**src/rtl/uart_pkg.sv**
```systemverilog
// Shared encodings for the buffered UART transmitter: parity modes, the frame
// FSM states and the occupancy-width helper used by the FIFO and the top level.
package uart_pkg;

  localparam logic [1:0] PAR_NONE = 2'b00;
  localparam logic [1:0] PAR_EVEN = 2'b01;
  localparam logic [1:0] PAR_ODD  = 2'b10;

  typedef enum logic [2:0] {
    ST_IDLE   = 3'd0,
    ST_START  = 3'd1,
    ST_DATA   = 3'd2,
    ST_PARITY = 3'd3,
    ST_STOP   = 3'd4
  } state_e;

  // Occupancy needs one extra bit so that a full FIFO (level == depth) is representable.
  function automatic int level_w(input int depth);
    return $clog2(depth) + 1;
  endfunction

endpackage

```
**src/rtl/sync_fifo.sv**
```systemverilog
// Single-clock FIFO with an occupancy count. Pushes while full and pops while
// empty are ignored; pointers wrap naturally because DEPTH is a power of two.
module sync_fifo
  import uart_pkg::*;
#(
  parameter int WIDTH = 8,
  parameter int DEPTH = 8
) (
  input  logic                        clk,
  input  logic                        res,
  input  logic                        push,
  input  logic                        pop,
  input  logic [WIDTH-1:0]            wdata,
  output logic [WIDTH-1:0]            rdata,
  output logic                        full,
  output logic                        empty,
  output logic [level_w(DEPTH)-1:0]   level
);

  localparam int AW = $clog2(DEPTH);
  localparam int LW = level_w(DEPTH);

  logic [WIDTH-1:0] mem_q [DEPTH];
  logic [AW-1:0]    wr_ptr_q, wr_ptr_d;
  logic [AW-1:0]    rd_ptr_q, rd_ptr_d;
  logic [LW-1:0]    level_q, level_d;
  logic             push_ok, pop_ok;

  assign full    = (level_q == LW'(DEPTH));
  assign empty   = (level_q == '0);
  assign push_ok = push & ~full;
  assign pop_ok  = pop & ~empty;
  assign rdata   = mem_q[rd_ptr_q];
  assign level   = level_q;

  always_comb begin
    wr_ptr_d = wr_ptr_q;
    rd_ptr_d = rd_ptr_q;
    level_d  = level_q;
    if (push_ok) wr_ptr_d = wr_ptr_q + AW'(1);
    if (pop_ok)  rd_ptr_d = rd_ptr_q + AW'(1);
    case ({push_ok, pop_ok})
      2'b10:   level_d = level_q + LW'(1);
      2'b01:   level_d = level_q - LW'(1);
      default: level_d = level_q;
    endcase
  end

  always_ff @(posedge clk or posedge res) begin
    if (res) begin
      wr_ptr_q <= '0;
      rd_ptr_q <= '0;
      level_q  <= '0;
    end else begin
      wr_ptr_q <= wr_ptr_d;
      rd_ptr_q <= rd_ptr_d;
      level_q  <= level_d;
    end
  end

  // Storage is not reset: the pointers alone decide what is valid.
  always_ff @(posedge clk) begin
    if (push_ok) mem_q[wr_ptr_q] <= wdata;
  end

endmodule

```
**src/rtl/uart_tx_fifo.sv**
```systemverilog
// Buffered UART transmitter: words queue in a FIFO and leave LSB-first on TX
// framed as start, DATA_BITS data, optional parity and one or two stop bits.
module uart_tx_fifo
  import uart_pkg::*;
#(
  parameter int DATA_BITS    = 8,
  parameter int CLKS_PER_BIT = 868,
  parameter int FIFO_DEPTH   = 8
) (
  input  logic                             clk,
  input  logic                             res,
  input  logic [DATA_BITS-1:0]             data_in,
  input  logic                             en_data_in,
  input  logic [1:0]                       parity,
  input  logic                             stop2,
  output logic                             TX,
  output logic                             rdy,
  output logic                             busy,
  output logic                             overflow,
  output logic [level_w(FIFO_DEPTH)-1:0]   level,
  output logic [2:0]                       state_dbg_o
);

  localparam int TW = $clog2(CLKS_PER_BIT);
  localparam int IW = $clog2(DATA_BITS);
  localparam int LW = level_w(FIFO_DEPTH);

  // Write handshake: a word is taken on any rising edge where en_data_in and
  // rdy are both high; en_data_in while rdy is low drops the word and raises
  // overflow for one cycle. There is no back-pressure beyond rdy itself.

  state_e                 state_q, state_d;
  logic [TW-1:0]          timer_q, timer_d;
  logic [IW-1:0]          idx_q, idx_d;
  logic [DATA_BITS-1:0]   shreg_q, shreg_d;
  logic                   par_en_q, par_en_d;
  logic                   par_bit_q, par_bit_d;
  logic                   stop2_q, stop2_d;
  logic                   stop_cnt_q, stop_cnt_d;
  logic                   tx_q, tx_d;
  logic                   busy_q;
  logic                   ovf_q;
  logic                   bit_end;
  logic                   load;

  logic                   fifo_pop;
  logic [DATA_BITS-1:0]   fifo_rdata;
  logic                   fifo_full;
  logic                   fifo_empty;
  logic [LW-1:0]          fifo_level;

  sync_fifo #(
    .WIDTH (DATA_BITS),
    .DEPTH (FIFO_DEPTH)
  ) u_fifo (
    .clk   (clk),
    .res   (res),
    .push  (en_data_in),
    .pop   (fifo_pop),
    .wdata (data_in),
    .rdata (fifo_rdata),
    .full  (fifo_full),
    .empty (fifo_empty),
    .level (fifo_level)
  );

  assign bit_end = (timer_q == TW'(CLKS_PER_BIT - 1));

  always_comb begin
    state_d    = state_q;
    idx_d      = idx_q;
    shreg_d    = shreg_q;
    par_en_d   = par_en_q;
    par_bit_d  = par_bit_q;
    stop2_d    = stop2_q;
    stop_cnt_d = stop_cnt_q;
    tx_d       = tx_q;
    load       = 1'b0;
    fifo_pop   = 1'b0;
    timer_d    = (state_q == ST_IDLE || bit_end) ? '0 : timer_q + TW'(1);

    case (state_q)
      ST_IDLE: begin
        if (!fifo_empty) load = 1'b1;
      end
      ST_START: begin
        if (bit_end) begin
          state_d = ST_DATA;
          idx_d   = '0;
          tx_d    = shreg_q[0];
        end
      end
      ST_DATA: begin
        if (bit_end) begin
          if (idx_q == IW'(DATA_BITS - 1)) begin
            if (par_en_q) begin
              state_d = ST_PARITY;
              tx_d    = par_bit_q;
            end else begin
              state_d    = ST_STOP;
              stop_cnt_d = 1'b0;
              tx_d       = 1'b1;
            end
          end else begin
            idx_d   = idx_q + IW'(1);
            shreg_d = shreg_q >> 1;
            tx_d    = shreg_q[1];
          end
        end
      end
      ST_PARITY: begin
        if (bit_end) begin
          state_d    = ST_STOP;
          stop_cnt_d = 1'b0;
          tx_d       = 1'b1;
        end
      end
      ST_STOP: begin
        if (bit_end) begin
          if (stop2_q && !stop_cnt_q) begin
            stop_cnt_d = 1'b1;
          end else if (!fifo_empty) begin
            load = 1'b1;
          end else begin
            state_d = ST_IDLE;
            tx_d    = 1'b1;
          end
        end
      end
      default: begin
        state_d = ST_IDLE;
        tx_d    = 1'b1;
      end
    endcase

    // Frame options are captured with the word so later input changes cannot
    // disturb a frame already on the line.
    if (load) begin
      fifo_pop  = 1'b1;
      shreg_d   = fifo_rdata;
      par_en_d  = (parity == PAR_EVEN) || (parity == PAR_ODD);
      par_bit_d = (^fifo_rdata) ^ (parity == PAR_ODD);
      stop2_d   = stop2;
      state_d   = ST_START;
      tx_d      = 1'b0;
    end
  end

  always_ff @(posedge clk or posedge res) begin
    if (res) begin
      state_q    <= ST_IDLE;
      timer_q    <= '0;
      idx_q      <= '0;
      shreg_q    <= '0;
      par_en_q   <= 1'b0;
      par_bit_q  <= 1'b0;
      stop2_q    <= 1'b0;
      stop_cnt_q <= 1'b0;
      tx_q       <= 1'b1;
      busy_q     <= 1'b0;
      ovf_q      <= 1'b0;
    end else begin
      state_q    <= state_d;
      timer_q    <= timer_d;
      idx_q      <= idx_d;
      shreg_q    <= shreg_d;
      par_en_q   <= par_en_d;
      par_bit_q  <= par_bit_d;
      stop2_q    <= stop2_d;
      stop_cnt_q <= stop_cnt_d;
      tx_q       <= tx_d;
      busy_q     <= (state_d != ST_IDLE);
      ovf_q      <= en_data_in & fifo_full;
    end
  end

  assign TX          = tx_q;
  assign busy        = busy_q;
  assign overflow    = ovf_q;
  assign level       = fifo_level;
  assign rdy         = ~fifo_full;
  assign state_dbg_o = state_q;

endmodule

```
**config.mk**
```make
export PLATFORM = sky130hd
export DESIGN_NAME = uart_tx_fifo
export DESIGN_NICKNAME = d
export VERILOG_FILES = /design/src/rtl/uart_pkg.sv /design/src/rtl/sync_fifo.sv /design/src/rtl/uart_tx_fifo.sv
export SDC_FILE = /design/constraint.sdc
export NUM_CORES = 1
export LEC_CHECK = 0
export ABC_AREA = 1
export CAP_MARGIN = 30
export CELL_PAD_IN_SITES_DETAIL_PLACEMENT = 0
export CELL_PAD_IN_SITES_GLOBAL_PLACEMENT = 2
export CORE_MARGIN = 2
export CORE_UTILIZATION = 25
export DETAILED_ROUTE_END_ITERATION = 16
export MAX_ROUTING_LAYER = met4
export PLACE_DENSITY_LB_ADDON = 0.1
export REMOVE_ABC_BUFFERS = 1
export SETUP_SLACK_MARGIN = 0.02
export SYNTH_ARGS = -nofsm -noshare
export SYNTH_HDL_FRONTEND = slang
export SYNTH_HIERARCHICAL = 1
export SYNTH_SLANG_ARGS = --single-unit
```
**constraint.sdc**
```tcl
create_clock -name clk -period 4.6 [get_ports clk]
set_input_delay 0.46 -clock clk [delete_from_list [all_inputs] [get_ports clk]]
set_output_delay 0.46 -clock clk [all_outputs]
set_load 0.01 [all_outputs]
```
After elaboration in Yosys (flattened, before gate mapping)
Memory sizes are Yosys's and may differ from the RTL's.
Index checks and enable logic that the tools add are counted.
Cells by class
  reductions and logical operators: 17
  muxes and demuxes: 44
  add/subtract/negate cells: 6
  eq/ne operators: 27
  bitwise operators: 6
Operators by type and width (number)
  $mux W3: 12
  $mux W8: 4
  $mux W1: 21
  $ne A2 B2 Y1 const B: 10
  $ne A3 B3 Y1 const B: 6
  $pmux W3 S5: 1
  $reduce_and A7 Y1: 2
  $add A10 B1 Y10 const B: 1
  $eq A10 B10 Y1 const B: 1
  $mux W10: 1
  $add A3 B1 Y3 const B: 3
  $pmux W4 S2: 1
  $reduce_bool A2 Y1: 4
  $reduce_xor A8 Y1: 1
  $eq A3 B2 Y1 const B: 2
  $eq A3 B3 Y1 const B: 2
  $pmux W3 S2: 1
  $reduce_bool A3 Y1: 2
  $pmux W1 S5: 1
  $add A4 B1 Y4 const B: 1
  $eq A2 B1 Y1 const B: 2
  $eq A2 B2 Y1 const B: 2
  $eq A4 B4 Y1 const B: 1
  $logic_not A4 Y1: 1
  other kinds (13): 17
Word-level totals
  logic and storage cells: 115
  output and inout bits: 11
  RAM bits: 64
  input port bits: 14
  register bits: 41
  memories kept: 1
Memories
  u_fifo.mem_q: words 8, width 8, rd ports 1, clocked after memory_dff 0, wr ports 1, line sync_fifo.sv:23  | logic [WIDTH-1:0] mem_q [DEPTH];

Logic depth before layout (Yosys ltp)
Gate-level depths: netlist (run 1).
  depth in word-level cells: 9
  mapped depth: 17
  mapped depth without buffers: 17

Cells and area by module
Netlist (run 1), hierarchy kept.
By module, submodules not included
  sync_fifo: seq. area each 2172.1 µm², instances 1, cells an instance 358, area an instance 3403.3 µm²
  uart_tx_fifo: seq. area each 777.0 µm², instances 1, cells an instance 234, area an instance 1878.1 µm²

Worst setup path after synthesis (run 1)
Ideal clock, no wire load.
  kind: reg2reg
  start point: register timer_q[0]
  end point: register u_fifo.level_q[3], in the netlist u_fifo/level[3]
  clock period less this slack: 2.490 ns
  cell stages (with the launch flop): 17
  setup time: 0.117 ns
  arrival: 2.372 ns
  data required time: 4.483 ns
  slack: 2.110 ns
  buffers on the path: 0
  path through: dfrtp_1 -> ha_1 -> nand2_1 -> nor2_4 -> nand3_4 -> nand2_8 -> nand2_8 -> clkinv_2 -> nand2_1 -> inv_1 -> ha_1 -> ha_1 -> or2_2 -> nand2_1 -> nand2_1 -> nand3_1 -> nand2_1
Between the ends
  cells in the longest elaborated chain, start to end: 7
  elaborated cells on any way between the ends: 9
  classes of those cells: eq/ne (3); mux (4); bitwise (1); reduce/logical (1)
RTL lines
  from (decl): line uart_tx_fifo.sv:33  | logic [TW-1:0] timer_q, timer_d;
  from (signal assigned): line uart_tx_fifo.sv:164  | timer_q <= timer_d;
  $eq A10 B10 Y1 (*): line uart_tx_fifo.sv:67  | assign bit_end = (timer_q == TW'(CLKS_PER_BIT - 1));
  $mux W1 (*): line uart_tx_fifo.sv:119  | if (bit_end) begin
  $pmux W1 S2 (*): line uart_tx_fifo.sv:82  | case (state_q)
  $mux W1 (*): line uart_tx_fifo.sv:138  | if (load) begin
  named net fifo_pop: line uart_tx_fifo.sv:46  | logic fifo_pop;
  $and A1 B1 Y1 (*): line sync_fifo.sv:32  | assign pop_ok = pop & ~empty;
  named net u_fifo.pop_ok: line sync_fifo.sv:27  | logic push_ok, pop_ok;
  $eq A2 B1 Y1 / $eq A2 B2 Y1 (equally long branches): line sync_fifo.sv:42  | case ({push_ok, pop_ok})
  $pmux W4 S2 / $reduce_bool A2 Y1 (equally long branches)
  to (signal assigned): line sync_fifo.sv:57  | level_q <= level_d;
  to (decl): line sync_fifo.sv:26  | logic [LW-1:0] level_q, level_d;
The timed path passes the listed nets; every way through them passes the cells marked *.
A chain may end at the register's enable or synchronous reset.

Final worst setup path (run 1)
Ends and elaborated chain as after synthesis.

==> metrics.cfg, run 1 <==
[timing]
totalNegativeSetupSlack_ns = 0
worst_clock_skew_ns = 0.008439
layout_setup_ws_ns = 1.772
relSlewSlack_pct = 33.57
rsz0062_at_grt = false
setup_violations = 0
finalCriticalPeriod_ns = 2.828
slew_viol_final = 0
max_clock_freq_mhz = 353.6
fin_crit_sh_pct = 61.48
final_hold_viol_count = 0
tightest_slew_ns = 0.9911

[grt]
track_usage_pct = 11.85
antenna_found_initial = 0
grt_max_degree = 37
overflow = 0
grt_pass1_vias = 3570
grt_pass1_wl_mm = 19.19

[setup_path]
r2r_start = timer_q[0]
end_kind = register
crit_end = u_fifo/level[3]
rrSetupSlack_ns = 1.77
cp.required_ns = 4.84
ff2ff_path_depth = 16
start_kind = register
path_class = reg2reg
r2r_end = u_fifo/level[3]
crit_fanout = 17
arrival_ns = 3.07
startpoint = timer_q[0]

[cts]
clk-insertion-delay-late_ns = 0.34
cts_tree = done
clk_path_buf_depth = 2
clockRootBuffer = clkbuf_16
post_cts_buffers = 0
cts_hold_buf = 0
cts.sinks = 105
numCtsBuffers = 9
cts_resized = 0
cts_max_level = 3
clkTransAtPathRegs_ns = 0.07

[floorplan]
dieWidth_um = 149.3
dieArea_mm2 = 0.02230
initial_utilization_pct = 25.28
row_count = 53
io_pins = 25
die_h_um = 149.3
core_area_mm2 = 0.02089

[final_layout]
final_common_cell = nand2_1
finalNetCount = 642
layout_common_cells = 193 x nand2_1, 81 x nor2_1, 75 x inv_1, 64 x edfxtp_1, 39 x dfrtp_1
drive_gt1_share_pct = 10.75
design_area_mm2 = 0.006178
n_fill_cell = 2196
syn2layout_area_growth_pct = 16.99
diodes = 0
utilization_pct = 29.58

[synthesis]
synthTopCellsByArea = edfxtp_1 36%, dfrtp_1 19%, nand2_1 14%
synth_cell_types = 41
synth_edf_count = 64
yosys.area.top_type_share_pct = 36.39
ys.flop_type = edfxtp_1
synth_area_per_cell_um2 = 8.921
synthCells = 592
async_flop_share_pct = 39.05
yosysSeqAreaShare_pct = 55.84
netlist_area_mm2 = 0.005281
ys_ff_latch = 105
yosysTopAreaCell = edfxtp_1
yosysWarnings = 6

[detailed_routing]
drt_iter0_markers = 126
final_antenna_net_count = 0
wire_per_inst_um = 13.32
vias_per_cell = 4.031
wl_mm = 11.97
drc = 0
vias = 3620
first_pass_iters = 4

[flow_run]
drv_cap = 0

[placed_design]
portBuffers = 24
dpl-instance-area_mm2 = 0.005859
dp_hpwl_mm = 8.476
gp_congestion = 0.7860
place_ws_ns = 1.744

[power_and_ir_drop]
swShare_pct = 38.54
p_sw_uw = 1379
pwr-share-seq_pct = 38.9
p_clk_share_pct = 23.3
ir_drop_v = 0.0002359
powerDensity_mw_per_mm2 = 579.3
intPower_uw = 2200
p_leak_uw = 0.002743
p_comb_share_pct = 37.8

[min_path]
hold_class = in2async

[status]
status = finished, final reports clean

## worst max-delay path, cell delays in order (launching register included)
cell and delay, ns:
dfrtp_1 0.42, ha_1 0.29, nand2_1 0.13, nor2_4 0.04, nand3_4 0.10, nand2_8 0.09, nand2_8 0.15, clkinv_2 0.16
nand2_1 0.19, inv_1 0.09, ha_1 0.23, ha_1 0.31, or2_2 0.29, nand2_1 0.07, nand2_1 0.05, nand3_1 0.06
nand2_1 0.05
## worst min path at each step
stage	slack, ns	startpoint	endpoint
5_1_grt	0.28	res	overflow
3_5_place_dp	0.45	TX	TX
3_3_place_gp	0.46	TX	TX
2_1_floorplan	0.30	res	u_fifo/level[0]
4_1_cts	0.27	res	overflow
6_report	0.28	res	overflow
## power by group through the flow
stage	logic (uW)	clock network, uW	registers, uW
CTS	1390	872	1400
detailed placement	1390	0	1410
global route	1560	906	1430
floorplan	915	0	1410
global placement	1320	0	1450
finish	1350	833	1390
## kinds of logic (layout without fill, tap and decap cells)
group	count (synthesis)	after routing	synth area share [%]
xor gates and xnor gates	10	10	1.658
buffers and inverters	99	130	8.197
AOI/OAI and AO/OA	33	33	4.430
DFF	105	105	55.84
and+or+nand+nor	335	335	27.36
adders and majority gates	10	10	2.511
## state kept, by name, summed over array words and instances, names as in the netlist
signal / flops
TX: 1
busy: 1
idx_q: 3
overflow: 1
par_bit_q: 1
par_en_q: 1
shreg_q: 8
state_dbg_o: 3
stop2_q: 1
stop_cnt_q: 1
timer_q: 10
u_fifo/level: 4
u_fifo/mem_q: 64
u_fifo/rd_ptr_q: 3
u_fifo/wr_ptr_q: 3
## layer usage
| metal | global-route usage, % | share of wire [%] |
|---|---|---|
| met4 | 3.000 | 0.92 |
| met3 | 2.477 | 2.1 |
| met5 | - | 0 |
| met2 | 19.77 | 49 |
| met1 | 14.67 | 48 |
## through the flow
step,power (uW),std cells,hold slack [ns]
after floorplan,2330,577,0.3002
after global placement,2771,878,0.4590
after detailed placement,2799,882,0.4526
after CTS,3659,898,0.2680
after global routing,3899,898,0.2790
final,3579,898,0.2842
## layout make-up
type                            count  area [um2]  area share, %
Sequential cell                   105        2950          47.75
Multi-Input combinational cell    388        1939          31.39
Clock inverter                      6       90.09          1.458
Inverter                           84       316.6          5.124
Timing Repair Buffer               30       309.0          5.002
Clock buffer                       10       229.0          3.706
Tap cell                          275       344.1          5.569
## synth_stat cells, drive strengths merged (2+ instances only)
library cell,number
nand2,201
inv,83
nor2,83
edfxtp,64
dfrtp,40
nand3,31
nor3,15
buf,14
o21ai,14
ha,9
a21oi,7
o211ai,6
xnor2,5
xor2,5
o21a,2
o22ai,2
or2,2
No activity file was read; power rests on OpenSTA's default activity.
==> inputs of run 2 (changes only) <==
==> constraint.sdc (replaced) <==
create_clock -name clk -period 2.8 [get_ports clk]
set_input_delay 0.28 -clock clk [delete_from_list [all_inputs] [get_ports clk]]
set_output_delay 0.28 -clock clk [all_outputs]
set_load 0.01 [all_outputs]
==> run 2 against run 1 <==
Sequential share of layout area increased by 0.15 points. Clock skew hardly changed. Cell area decreased by 0.30%. Via count down 2.6%. Fmax rose by 12%. Core utilization decreased by 0.090 points. Highest routed layer unchanged.
==> metrics.cfg, run 2 (synthesized netlist as in run 1, its figures left out) <==
[grt]
overflow = 0
track_usage_pct = 11.21
antenna_found_initial = 0
grt_max_degree = 67
grt_pass1_vias = 3307
grt_pass1_wl_mm = 18.09

[detailed_routing]
drt_iter0_markers = 130
wl_mm = 11.44
vias_per_cell = 3.891
final_antenna_net_count = 0
first_pass_iters = 4
drc = 0
wire_per_inst_um = 12.62
vias = 3525

[cts]
clk-insertion-delay-late_ns = 0.35
clk_path_buf_depth = 2
cts_hold_buf = 0
cts.sinks = 105
cts_tree = done
numCtsBuffers = 9
post_cts_buffers = 0
clockRootBuffer = clkbuf_16
cts_max_level = 3
clkTransAtPathRegs_ns = 0.08

[final_layout]
finalNonFillerCells = 906
finalNetCount = 650
diodes = 0
final_common_cell = nand2_1
largest_register_ffs = 64
layout_common_cells = 193 x nand2_1, 81 x nor2_1, 75 x inv_1, 64 x edfxtp_1, 39 x dfrtp_1
reg_top3 = u_fifo/mem_q (64), timer_q (10), shreg_q (8)
top_register = u_fifo/mem_q
drive_gt1_share_pct = 10.94
syn2layout_area_growth_pct = 16.63

[floorplan]
io_pins = 25
die_h_um = 149.3
dieArea_mm2 = 0.02230
row_count = 53
dieWidth_um = 149.3
core_area_mm2 = 0.02089
initial_utilization_pct = 25.28

[timing]
fin_crit_sh_pct = 90.29
relSlewSlack_pct = 70.40
finalCriticalPeriod_ns = 2.528
max_clock_freq_mhz = 395.5
setup_violations = 0
rsz0062_at_grt = false
final_hold_viol_count = 0
totalNegativeSetupSlack_ns = 0
worst_clock_skew_ns = 0.008367
tightest_slew_ns = 0.4435
slew_viol_final = 0

[setup_path]
start_kind = register
ff2ff_path_depth = 16
rrSetupSlack_ns = 0.27
arrival_ns = 2.78
crit_fanout = 7
path_class = reg2reg
cpMostUsedCell = nand2_1
crit_chain = ha_2, nand2_1, nor2_4, nand3_4, nand2_8, nand2_8, clkinv_2, nand2_1, inv_1, ha_2, ha_1, or2_2, nand2_1, nand2_1, nand3_1, nand2_1
crit_end = u_fifo/level[3]
end_kind = register
cp.buffers_inverters = 2
r2r_end = u_fifo/level[3]
startpoint = timer_q[0]
path_depth = 16
critPathMaxStageDelay_ns = 0.42
cp.required_ns = 3.05
critical_path.slowest_cell = dfrtp_1
r2r_start = timer_q[0]
critical-path-top-delay-family = simple AND/OR/NAND/NOR gates

[placed_design]
dp_cells = 890
dp_hpwl_mm = 7.962
gp_congestion = 0.7564
portBuffers = 24

[status]
status = finished, final reports clean

[flow_run]
drv_cap = 0

[min_path]
hold_class = in2async

[power_and_ir_drop]
ir_drop_v = 0.0003036
p_leak_uw = 0.002761
powerDensity_mw_per_mm2 = 928.6

run 2: area by class of cell:
class	count	area, um2
fillers	2161	14730
flip-flops and latches	105	2950
multi-input cells	388	1904
repair buffers	38	357.8
well taps	275	344.1
inverters	84	316.6
clock buffers	10	229.0
clock inverters	6	57.56
run 2: timing repair:
item	in CTS	in global routing
endpoints found under the setup margin	0	3
gates resized for setup	0	2
hold endpoints to repair	0	0
run 2: how the worst min path moves through the flow:
stage	startpoint	slack [ns]	to	cells after the start
finish	res	0.09	overflow	2
global route	res	0.08	overflow	2
CTS	res	0.07	overflow	2
detailed placement	TX	0.45	TX	2
global placement	res	0.46	overflow	2
floorplan	res	0.12	u_fifo/level[0]	1
run 2: power by group:
part	internal (uW)	switching, uW	leakage (uW)
Combinational	861	1420	0.00152
Clock	627	617	0.000141
Sequential	1990	207	0.00110
run 2: per-layer routing:
layer,vias up,wire (um),GRT usage (%),share of wire [%]
met2,29,5372,17.94,47
li1,1931,-,-,-
met1,1552,5646,14.22,49
met4,0,189,4.286,1.7
met3,13,229,1.927,2.0
met5,-,0,-,0
run 2: worst register-to-register path, delay by kind of cell (launching register included):
kind / cells / cell delay, ns
simple gates: 11 / 1.11
fa+ha+maj: 3 / 0.74
flops: 1 / 0.42
buf+inv: 2 / 0.16
run 2: stage by stage:
step	util, %	hold WS [ns]	total power, uW	cell area, um2	setup slack [ns]
5_1_grt	29.49	0.07644	6240	6160	0.03895
3_3_place_gp	28.09	0.4555	4572	5868	0.2349
6_report	29.49	0.09158	5720	6160	0.2718
4_1_cts	29.46	0.07488	5856	6155	0.1691
2_1_floorplan	-	0.1202	3827	5165	0.2538
3_5_place_dp	28.09	0.4526	4575	5868	0.1856
==> inputs of run 3 (changes only) <==
--- a/config.mk
+++ b/config.mk
@@ -10,7 +10,7 @@
 export CELL_PAD_IN_SITES_DETAIL_PLACEMENT = 0
 export CELL_PAD_IN_SITES_GLOBAL_PLACEMENT = 2
 export CORE_MARGIN = 2
-export CORE_UTILIZATION = 25
+export CORE_UTILIZATION = 38
 export DETAILED_ROUTE_END_ITERATION = 16
 export MAX_ROUTING_LAYER = met4
 export PLACE_DENSITY_LB_ADDON = 0.1
==> run 3 against run 2 <==
Non-clock buffer count did not move. Sequential share of layout area up 1.0 points. Sequential cell count unchanged. Largest power group unchanged. Via count is 2.5% higher. Total power is 0.61% lower. Critical endpoint unchanged. Register-to-register slack lost 0.05 ns. Die area shrank 33%. Setup slack worse by 0.048 ns. Fmax decreased by 1.8%.
==> metrics.cfg, run 3 (synthesized netlist as in run 1, its figures left out) <==
[timing]
totalNegativeSetupSlack_ns = 0
final_hold_viol_count = 0
fin_crit_sh_pct = 91.99
relSlewSlack_pct = 69.96
tightest_slew_ns = 0.4506
setup_violations = 0
finalCriticalPeriod_ns = 2.576
slew_viol_final = 0
whs_ns = 0.08689
max_clock_freq_mhz = 388.2
rsz0062_at_grt = false
worst_clock_skew_ns = 0.004144

[cts]
clkTransAtPathRegs_ns = 0.07
clk_path_buf_depth = 2
cts_max_level = 3
cts_tree = done
post_cts_buffers = 0
clk-insertion-delay-late_ns = 0.35
cts.sinks = 105
numCtsBuffers = 9
clockRootBuffer = clkbuf_16
cts_hold_buf = 0

[power_and_ir_drop]
ir_drop_v = 0.0003620
p_sw_uw = 2221
pwr-share-seq_pct = 39.1
p_comb_share_pct = 39.6
intPower_uw = 3464
p_leak_uw = 0.002757
p_clk_share_pct = 21.3
swShare_pct = 39.06
powerDensity_mw_per_mm2 = 942.6

[final_layout]
top_register = u_fifo/mem_q
reg_top3 = u_fifo/mem_q (64), timer_q (10), shreg_q (8)
finalNetCount = 650
final_common_cell = nand2_1
drive_gt1_share_pct = 10.78
syn2layout_area_growth_pct = 14.19
largest_register_ffs = 64
diodes = 0
layout_common_cells = 193 x nand2_1, 81 x nor2_1, 75 x inv_1, 64 x edfxtp_1, 39 x dfrtp_1

[setup_path]
cp.required_ns = 3.04
r2r_start = timer_q[0]
arrival_ns = 2.82
crit_chain = ha_2, nand2_1, nor2_4, nand3_4, nand2_8, nand2_8, clkinv_2, nand2_1, inv_1, ha_1, ha_1, or2_2, nand2_1, nand2_1, nand3_1, nand2_1
rrSetupSlack_ns = 0.22
ff2ff_path_depth = 16
r2r_end = u_fifo/level[3]
critPathMaxStageDelay_ns = 0.41
cpMostUsedCell = nand2_1
start_kind = register
critical_path.slowest_cell = dfrtp_1
path_class = reg2reg
crit_fanout = 7
end_kind = register

[grt]
grt_pass1_wl_mm = 17.76
grt_max_degree = 67
overflow = 0
track_usage_pct = 16.49
grt_pass1_vias = 3415
antenna_found_initial = 0

[detailed_routing]
drt_iter0_markers = 250
wire_per_inst_um = 13.45
vias_per_cell = 4.455
wl_mm = 10.91
first_pass_iters = 4
vias = 3613
drc = 0
final_antenna_net_count = 0

[floorplan]
row_count = 43
die_h_um = 121.9
io_pins = 25
initial_utilization_pct = 38.50
core_area_mm2 = 0.01372
dieArea_mm2 = 0.01486
dieWidth_um = 121.9

[status]
status = finished, final reports clean

[min_path]
hold_class = in2async

[placed_design]
portBuffers = 24
dp_hpwl_mm = 7.392
gp_congestion = 0.8256

[flow_run]
drv_cap = 0

==> run 3: timing repair <==
| action | CTS | global route |
|---|---|---|
| resized for setup | 0 | 1 |
| endpoints found under the hold margin | 0 | 0 |
| endpoints found under the setup margin | 0 | 1 |
==> run 3: stage by stage <==
stage / worst slack, ns / utilization, % / power (uW) / std cells / cell area [um2]
floorplan: 0.2538 / - / 3827 / 577 / 5165
global placement: 0.2602 / 41.91 / 4512 / 795 / 5749
detailed placement: 0.1918 / 41.91 / 4538 / 795 / 5749
CTS: 0.1794 / 43.94 / 5771 / 811 / 6028
global route: 0.02120 / 43.96 / 6198 / 811 / 6031
finish: 0.2243 / 43.96 / 5685 / 811 / 6031
==> run 3: critical path: cells and delay by family, from the launching register on <==
| family | cells | cell delay, ns |
|---|---|---|
| buffers and inverters | 2 | 0.16 |
| AND/OR/NAND/NOR | 11 | 1.15 |
| flip-flops | 1 | 0.41 |
| adder cells (fa/ha/maj) | 3 | 0.74 |
==> run 3: metal layers <==
metal  global-route usage, %  vias up  part of all wire (%)
met5                       -        -                     0
li1                        -     1926                     -
met1                   21.11     1645                    49
met4                   6.537        0                   1.9
met2                   26.19       30                    47
met3                   2.809       12                   1.9
==> run 3: power groups by stage <==
| stage | combinational (uW) | clock (uW) | sequential (uW) |
|---|---|---|---|
| floorplan | 1500 | 0 | 2320 |
| global placement | 2260 | 0 | 2250 |
| detailed placement | 2280 | 0 | 2260 |
| CTS | 2290 | 1250 | 2230 |
| global route | 2610 | 1320 | 2270 |
| finish | 2250 | 1210 | 2220 |
==> run 3: worst max-delay path by stage <==
stage / startpoint / end / slack [ns] / cells past startpoint
2_1_floorplan: timer_q[0] / u_fifo/level[3] / 0.25 / 16
3_3_place_gp: timer_q[0] / u_fifo/level[3] / 0.26 / 16
3_5_place_dp: timer_q[0] / u_fifo/level[3] / 0.19 / 16
4_1_cts: timer_q[0] / u_fifo/level[3] / 0.18 / 16
5_1_grt: timer_q[0] / u_fifo/level[3] / 0.02 / 16
6_report: timer_q[0] / u_fifo/level[3] / 0.22 / 16
==> run 3: layout make-up <==
| cell class | count | area (um2) |
|---|---|---|
| clock buffers | 10 | 229.0 |
| clock inverters | 6 | 50.05 |
| fillers | 1355 | 7689 |
| inverters | 84 | 316.6 |
| multi-input cells | 388 | 1902 |
| flip-flops and latches | 105 | 2950 |
| well taps | 180 | 225.2 |
| repair buffers | 38 | 357.8 |
